$ cat src/rtl/seq_alu.sv
// seq_alu: registered, handshaked ALU with an iterative shift-add multiplier.
//
// Handshake rules (both sides): a transfer happens at a rising CLK edge where
// valid and ready are both high. The producer holds A/B/Sel stable while
// In_Valid=1 and In_Ready=0. Out is held stable while Out_Valid=1 and
// Out_Ready=0. In_Ready and Out_Valid are decoded from registered state only,
// so there is no combinational path from Out_Ready to In_Ready.
//
// Ports:
//   CLK        clock, rising edge
//   RST        synchronous active-high reset
//   A, B       unsigned operands (Width bits)
//   Sel        opcode (3 bits)
//   In_Valid   operands/opcode valid
//   In_Ready   block can accept operands (IDLE)
//   Out        result (2*Width bits)
//   Out_Valid  Out holds a valid result (DONE)
//   Out_Ready  consumer accepts Out
//   Zero,Carry result flags, present only when SEQ_ALU_FLAGS_EN is defined
//   dbg_state  current FSM state (0=IDLE, 1=CALC, 2=DONE)
//
// Optional feature macro: SEQ_ALU_FLAGS_EN adds the registered Zero/Carry
// outputs, updated at the same edge as Out.

module seq_alu #(
  parameter int Width = 8
) (
  input  logic                 CLK,
  input  logic                 RST,
  input  logic [Width-1:0]     A,
  input  logic [Width-1:0]     B,
  input  logic [2:0]           Sel,
  input  logic                 In_Valid,
  output logic                 In_Ready,
  output logic [2*Width-1:0]   Out,
  output logic                 Out_Valid,
  input  logic                 Out_Ready,
`ifdef SEQ_ALU_FLAGS_EN
  output logic                 Zero,
  output logic                 Carry,
`endif
  output logic [1:0]           dbg_state
);

  localparam int RW = 2 * Width;
  localparam int CW = $clog2(Width);

  localparam logic [1:0] S_IDLE = 2'd0;
  localparam logic [1:0] S_CALC = 2'd1;
  localparam logic [1:0] S_DONE = 2'd2;

  localparam logic [2:0] OP_ADD = 3'b000;
  localparam logic [2:0] OP_AND = 3'b001;
  localparam logic [2:0] OP_MUL = 3'b010;
  localparam logic [2:0] OP_INC = 3'b011;
  localparam logic [2:0] OP_SUB = 3'b100;
  localparam logic [2:0] OP_OR  = 3'b101;
  localparam logic [2:0] OP_XOR = 3'b110;
  localparam logic [2:0] OP_MAX = 3'b111;

  localparam logic [CW-1:0] LAST_STEP = CW'(Width - 1);

  logic [1:0]    state_q, state_d;
  logic [CW-1:0] cnt_q;
  logic [RW-1:0] acc_q;
  logic [RW-1:0] mcand_q;   // multiplicand, shifted left one place per step
  logic [Width-1:0] mplier_q; // multiplier, shifted right; bit 0 is the current step
  logic [RW-1:0] out_q;

  logic [RW-1:0] a_ext, b_ext;
  logic [RW-1:0] alu_res;
  logic [RW-1:0] acc_next;
  logic          last_step;

  // ---------------------------------------------------------------------------
  // State register
  // ---------------------------------------------------------------------------
  always_ff @(posedge CLK) begin
    if (RST) state_q <= S_IDLE;
    else     state_q <= state_d;
  end

  // ---------------------------------------------------------------------------
  // Next-state logic
  // ---------------------------------------------------------------------------
  always_comb begin
    state_d = state_q;
    case (state_q)
      S_IDLE: if (In_Valid) state_d = (Sel == OP_MUL) ? S_CALC : S_DONE;
      S_CALC: if (last_step) state_d = S_DONE;
      S_DONE: if (Out_Ready) state_d = S_IDLE;
      default: state_d = S_IDLE;
    endcase
  end

  // ---------------------------------------------------------------------------
  // Output decode (state-only, so handshake outputs are glitch-free registers
  // decoded from state)
  // ---------------------------------------------------------------------------
  always_comb begin
    In_Ready  = (state_q == S_IDLE);
    Out_Valid = (state_q == S_DONE);
    Out       = out_q;
    dbg_state = state_q;
  end

  // ---------------------------------------------------------------------------
  // Single-cycle datapath for every opcode except MUL
  // ---------------------------------------------------------------------------
  always_comb begin
    a_ext = {{Width{1'b0}}, A};
    b_ext = {{Width{1'b0}}, B};
    case (Sel)
      OP_ADD:  alu_res = a_ext + b_ext;
      OP_AND:  alu_res = a_ext & b_ext;
      OP_INC:  alu_res = a_ext + RW'(1);
      OP_SUB:  alu_res = a_ext - b_ext;
      OP_OR:   alu_res = a_ext | b_ext;
      OP_XOR:  alu_res = a_ext ^ b_ext;
      OP_MAX:  alu_res = (A > B) ? a_ext : b_ext;
      default: alu_res = '0;  // MUL goes through the iterative path
    endcase
  end

  // One shift-add partial product per CALC cycle.
  always_comb begin
    acc_next  = acc_q + (mplier_q[0] ? mcand_q : '0);
    last_step = (cnt_q == LAST_STEP);
  end

  // ---------------------------------------------------------------------------
  // Datapath registers
  // ---------------------------------------------------------------------------
  always_ff @(posedge CLK) begin
    if (RST) begin
      cnt_q    <= '0;
      acc_q    <= '0;
      mcand_q  <= '0;
      mplier_q <= '0;
      out_q    <= '0;
    end else begin
      case (state_q)
        S_IDLE: begin
          if (In_Valid) begin
            if (Sel == OP_MUL) begin
              cnt_q    <= '0;
              acc_q    <= '0;
              mcand_q  <= {{Width{1'b0}}, A};
              mplier_q <= B;
            end else begin
              out_q <= alu_res;
            end
          end
        end
        S_CALC: begin
          acc_q    <= acc_next;
          mcand_q  <= mcand_q << 1;
          mplier_q <= mplier_q >> 1;
          cnt_q    <= cnt_q + 1'b1;
          if (last_step) out_q <= acc_next;
        end
        default: ;  // DONE holds everything
      endcase
    end
  end

`ifdef SEQ_ALU_FLAGS_EN
  logic carry_res;

  always_comb begin
    case (Sel)
      OP_ADD, OP_INC: carry_res = alu_res[Width];
      OP_SUB:         carry_res = (A < B);
      default:        carry_res = 1'b0;
    endcase
  end

  always_ff @(posedge CLK) begin
    if (RST) begin
      Zero  <= 1'b0;
      Carry <= 1'b0;
    end else begin
      if (state_q == S_IDLE && In_Valid && Sel != OP_MUL) begin
        Zero  <= (alu_res == '0);
        Carry <= carry_res;
      end else if (state_q == S_CALC && last_step) begin
        Zero  <= (acc_next == '0);
        Carry <= (acc_next[RW-1:Width] != '0);
      end
    end
  end
`endif

endmodule

$ cat config.mk
export PLATFORM = sky130hd
export DESIGN_NAME = seq_alu
export DESIGN_NICKNAME = d
export VERILOG_FILES = /design/src/rtl/seq_alu.sv
export SDC_FILE = /design/constraint.sdc
export NUM_CORES = 1
export LEC_CHECK = 0
export CAP_MARGIN = 20
export CORE_MARGIN = 2
export CORE_UTILIZATION = 59
export CTS_CLUSTER_DIAMETER = 40
export CTS_CLUSTER_SIZE = 16
export DETAILED_ROUTE_END_ITERATION = 8
export PLACE_DENSITY = 0.82
export SLEW_MARGIN = 40
export SYNTH_ARGS = -nofsm -noshare
export SYNTH_HDL_FRONTEND = slang
export SYNTH_SLANG_ARGS = --single-unit
$ cat constraint.sdc
create_clock -name CLK -period 4.1 [get_ports CLK]
set_clock_uncertainty 0.2 [all_clocks]
set_input_delay 0.82 -clock CLK [delete_from_list [all_inputs] [get_ports CLK]]
set_output_delay 0.82 -clock CLK [all_outputs]
set_load 0.02 [all_outputs]
==> impl_metrics.py <==
metrics = {
    "run_status": {
        "outcome": "completed",
    },
    "global_route": {
        "grt_use_total_pct": 32.0,
        "grt_max_degree": 34,
        "gr-total-overflow": 0,
        "grt_pass1_wl_mm": 22.0,
        "grt_pass1_vias": 4468,
        "grt_antenna_before_repair": 0,
    },
    "cts": {
        "post_cts_buffers": 0,
        "cts_tree": "yes",
        "clock_tree.root_cell": "clkbuf_8",
        "clockBufferDepth": 2,
        "cts_resized": 0,
        "numCtsBuffers": 9,
        "clkSlewWorstSetupHoldPaths_ns": 0.07,
        "htreeDepth": 3,
        "cts.sinks": 61,
        "insertion_delay_ns": 0.35,
        "postCtsHoldBufs": 0,
    },
    "pwr": {
        "ir_drop_mv": 0.374,
        "power.density_nw_per_um2": 286,
        "p_leak_uw": 0.00231,
    },
    "synth": {
        "ys.flop_type": "dfxtp_1",
        "yosysWarnings": 0,
        "yosysSeqAreaShare_pct": 25.8,
        "syn_inst": 594,
        "synth.largest_area_cell": "dfxtp_1",
        "synth_nets": 669,
        "synth-seq-cells": 61,
        "synthTopCellsByCount": "nand2_1, dfxtp_1, ha_1, nor2_1, a21oi_1",
        "yosysMostFrequentCell": "nand2_1",
        "synth_area_per_cell_um2": 7.96,
        "synth_edf_count": 0,
        "synth.top_cells.by_area": "dfxtp_1, ha_1, nand2_1",
        "async_flop_share_pct": 0,
        "synth_cell_type_count": 68,
        "syn-cell-area_um2": 4730,
        "yosys.area.top_type_share_pct": 25.8,
    },
    "setup_path": {
        "path_class": "in -> reg",
        "critPathRequiredTime_ns": 4.11,
        "rr_worst_depth": 10,
        "slowest_delay_ns": 0.63,
        "slowest_stage": "a2111oi_1",
        "crit_chain": "clkdlybuf4s50_1 -> nand2_1 -> or2_2 -> and2_1 -> ha_1 -> and3_1 -> a2111oi_1 -> xnor2_1 -> a221oi_1 -> o22ai_1",
        "cp-start-kind": "primary input",
        "cp-end-kind": "flop",
        "crit_buf_inv": 1,
        "critPathMaxFanout": 8,
        "crit_arrival_ns": 3.71,
        "reg2reg_slack_ns": 0.81,
        "cp.depth": 10,
        "cp_top_family": "compound AO/OA/AOI/OAI gates",
    },
    "detailed_routing": {
        "drc": 0,
        "routedWlPerCell_um": 18.2,
        "drt_first_pass_iters": 6,
        "wl_mm": 13.5,
        "first_iter_violations": 341,
        "drtAntennaViolNets": 0,
        "via_count": 4664,
        "routed_via_density": 6.28,
    },
    "sta": {
        "hold_viol_final": 0,
        "rsz0062_at_grt": "no",
        "maxSlewHeadroom_pct": 41.1,
        "min_period_over_period_pct": 90.2,
        "final.setup.worst_slack_ns": 0.400,
        "tns_ns": 0,
        "maxSlewViolCount": 0,
        "period_needed_ns": 3.70,
        "worst_pin_slew_ns": 0.881,
        "finalSetupViolCount": 0,
        "max_freq_ghz": 0.270,
    },
    "finish": {
        "drive_gt1_share_pct": 9.52,
        "design_area_um2": 5480,
        "diodes": 0,
        "num-nets-final": 711,
        "layout-area-overhead-vs-synth_pct": 15.9,
        "fill_cells": 616,
    },
    "hold_path": {
        "whs_path_depth": 2,
        "hold_path.class": "reg -> reg",
    },
    "flow_run": {
        "max_cap_viol_count": 0,
    },
    "die": {
        "pin_count": 43,
        "die_h_um": 93.5,
        "die_w_um": 93.5,
        "die_area_um2": 8740,
        "core_um2": 7730,
        "start_util_pct": 61.2,
        "num_rows": 32,
    },
    "placement": {
        "dp_hpwl_mm": 10.0,
        "numPortBuffers": 42,
        "placed_area_um2": 5280,
        "dp_slack_ns": 0.127,
        "routabilityCongestion": 0.986,
    },
}
[metrics by stage]
step	hold WS, ns	total power, µW	cells	util (%)
finish	0.267	1560	743	70.9
global route	0.278	1630	743	70.9
CTS	0.266	1560	743	70.8
detailed placement	0.256	1020	727	68.3
global placement	0.248	1010	727	68.3
floorplan	0.241	887	594	-
[cell type report]
class | count | area [µm²] | share of cell area, %
clock inverters | 7 | 73.8 | 1.35
clock buffers | 9 | 124 | 2.26
repair buffers | 62 | 566 | 10.3
well taps | 102 | 128 | 2.33
multi-input cells | 471 | 3250 | 59.3
flip-flops and latches | 61 | 1220 | 22.3
inverters | 31 | 116 | 2.12
[worst register-to-register path, delay by kind of cell, from the launching register on]
family	cells	cell delay, ns
flip-flops	1	0.49
AND/OR/NAND/NOR	2	0.35
AO/OA/AOI/OAI	5	1.34
adder cells (fa/ha/maj)	2	0.67
XOR/XNOR	1	0.15
[path summary, 6_finish.rpt]
path                    start          end
hold / removal     mcand_q[9]  mcand_q[10]
setup reg to reg  mplier_q[0]      Out[14]
setup / recovery       Sel[0]       Out[5]
hold reg to reg    mcand_q[9]  mcand_q[10]
[cells by family after synthesis]
family / after synthesis / share of synthesized area [%]
AOI/OAI and AO/OA: 160 / 23.9
xor gates and xnor gates: 21 / 3.89
adders and majority gates: 52 / 14.2
buffers and inverters: 62 / 5.53
DFF: 61 / 25.8
muxes: 14 / 3.12
and+or+nand+nor: 224 / 23.5
[routing by layer]
layer	share of wire [%]	global-route usage [%]
met1	43	44.5
met2	44	48.6
met3	10	7.41
met4	2.7	11.4
met5	0	0
[cell usage in the layout, fill, tap and decap left out, types with 11 or more instances in the layout]
cell and instances:
xnor2_1 13, buf_4 20, dfxtp_1 61, and2_1 22
ha_1 49, a21oi_1 46, nor3_1 18, mux2i_1 11
a311oi_1 17, o21ai_0 14, nor2_1 49, clkdlybuf4s50_1 41
nand2_1 76, nand3_1 15, inv_1 30
[flip-flops by register name, summed over array words and instances (netlist names)]
register and cells:
Out 16, acc_q 16, cnt_q 3, dbg_state 2, mcand_q 16, mplier_q 8
[power breakdown]
part	switching, µW	total, µW	leakage (µW)	internal, µW
Clock	265	548	0.0000996	282
Sequential	17.6	632	0.000495	614
Combinational	220	385	0.00171	165
Power figures use the tool's default switching activity.
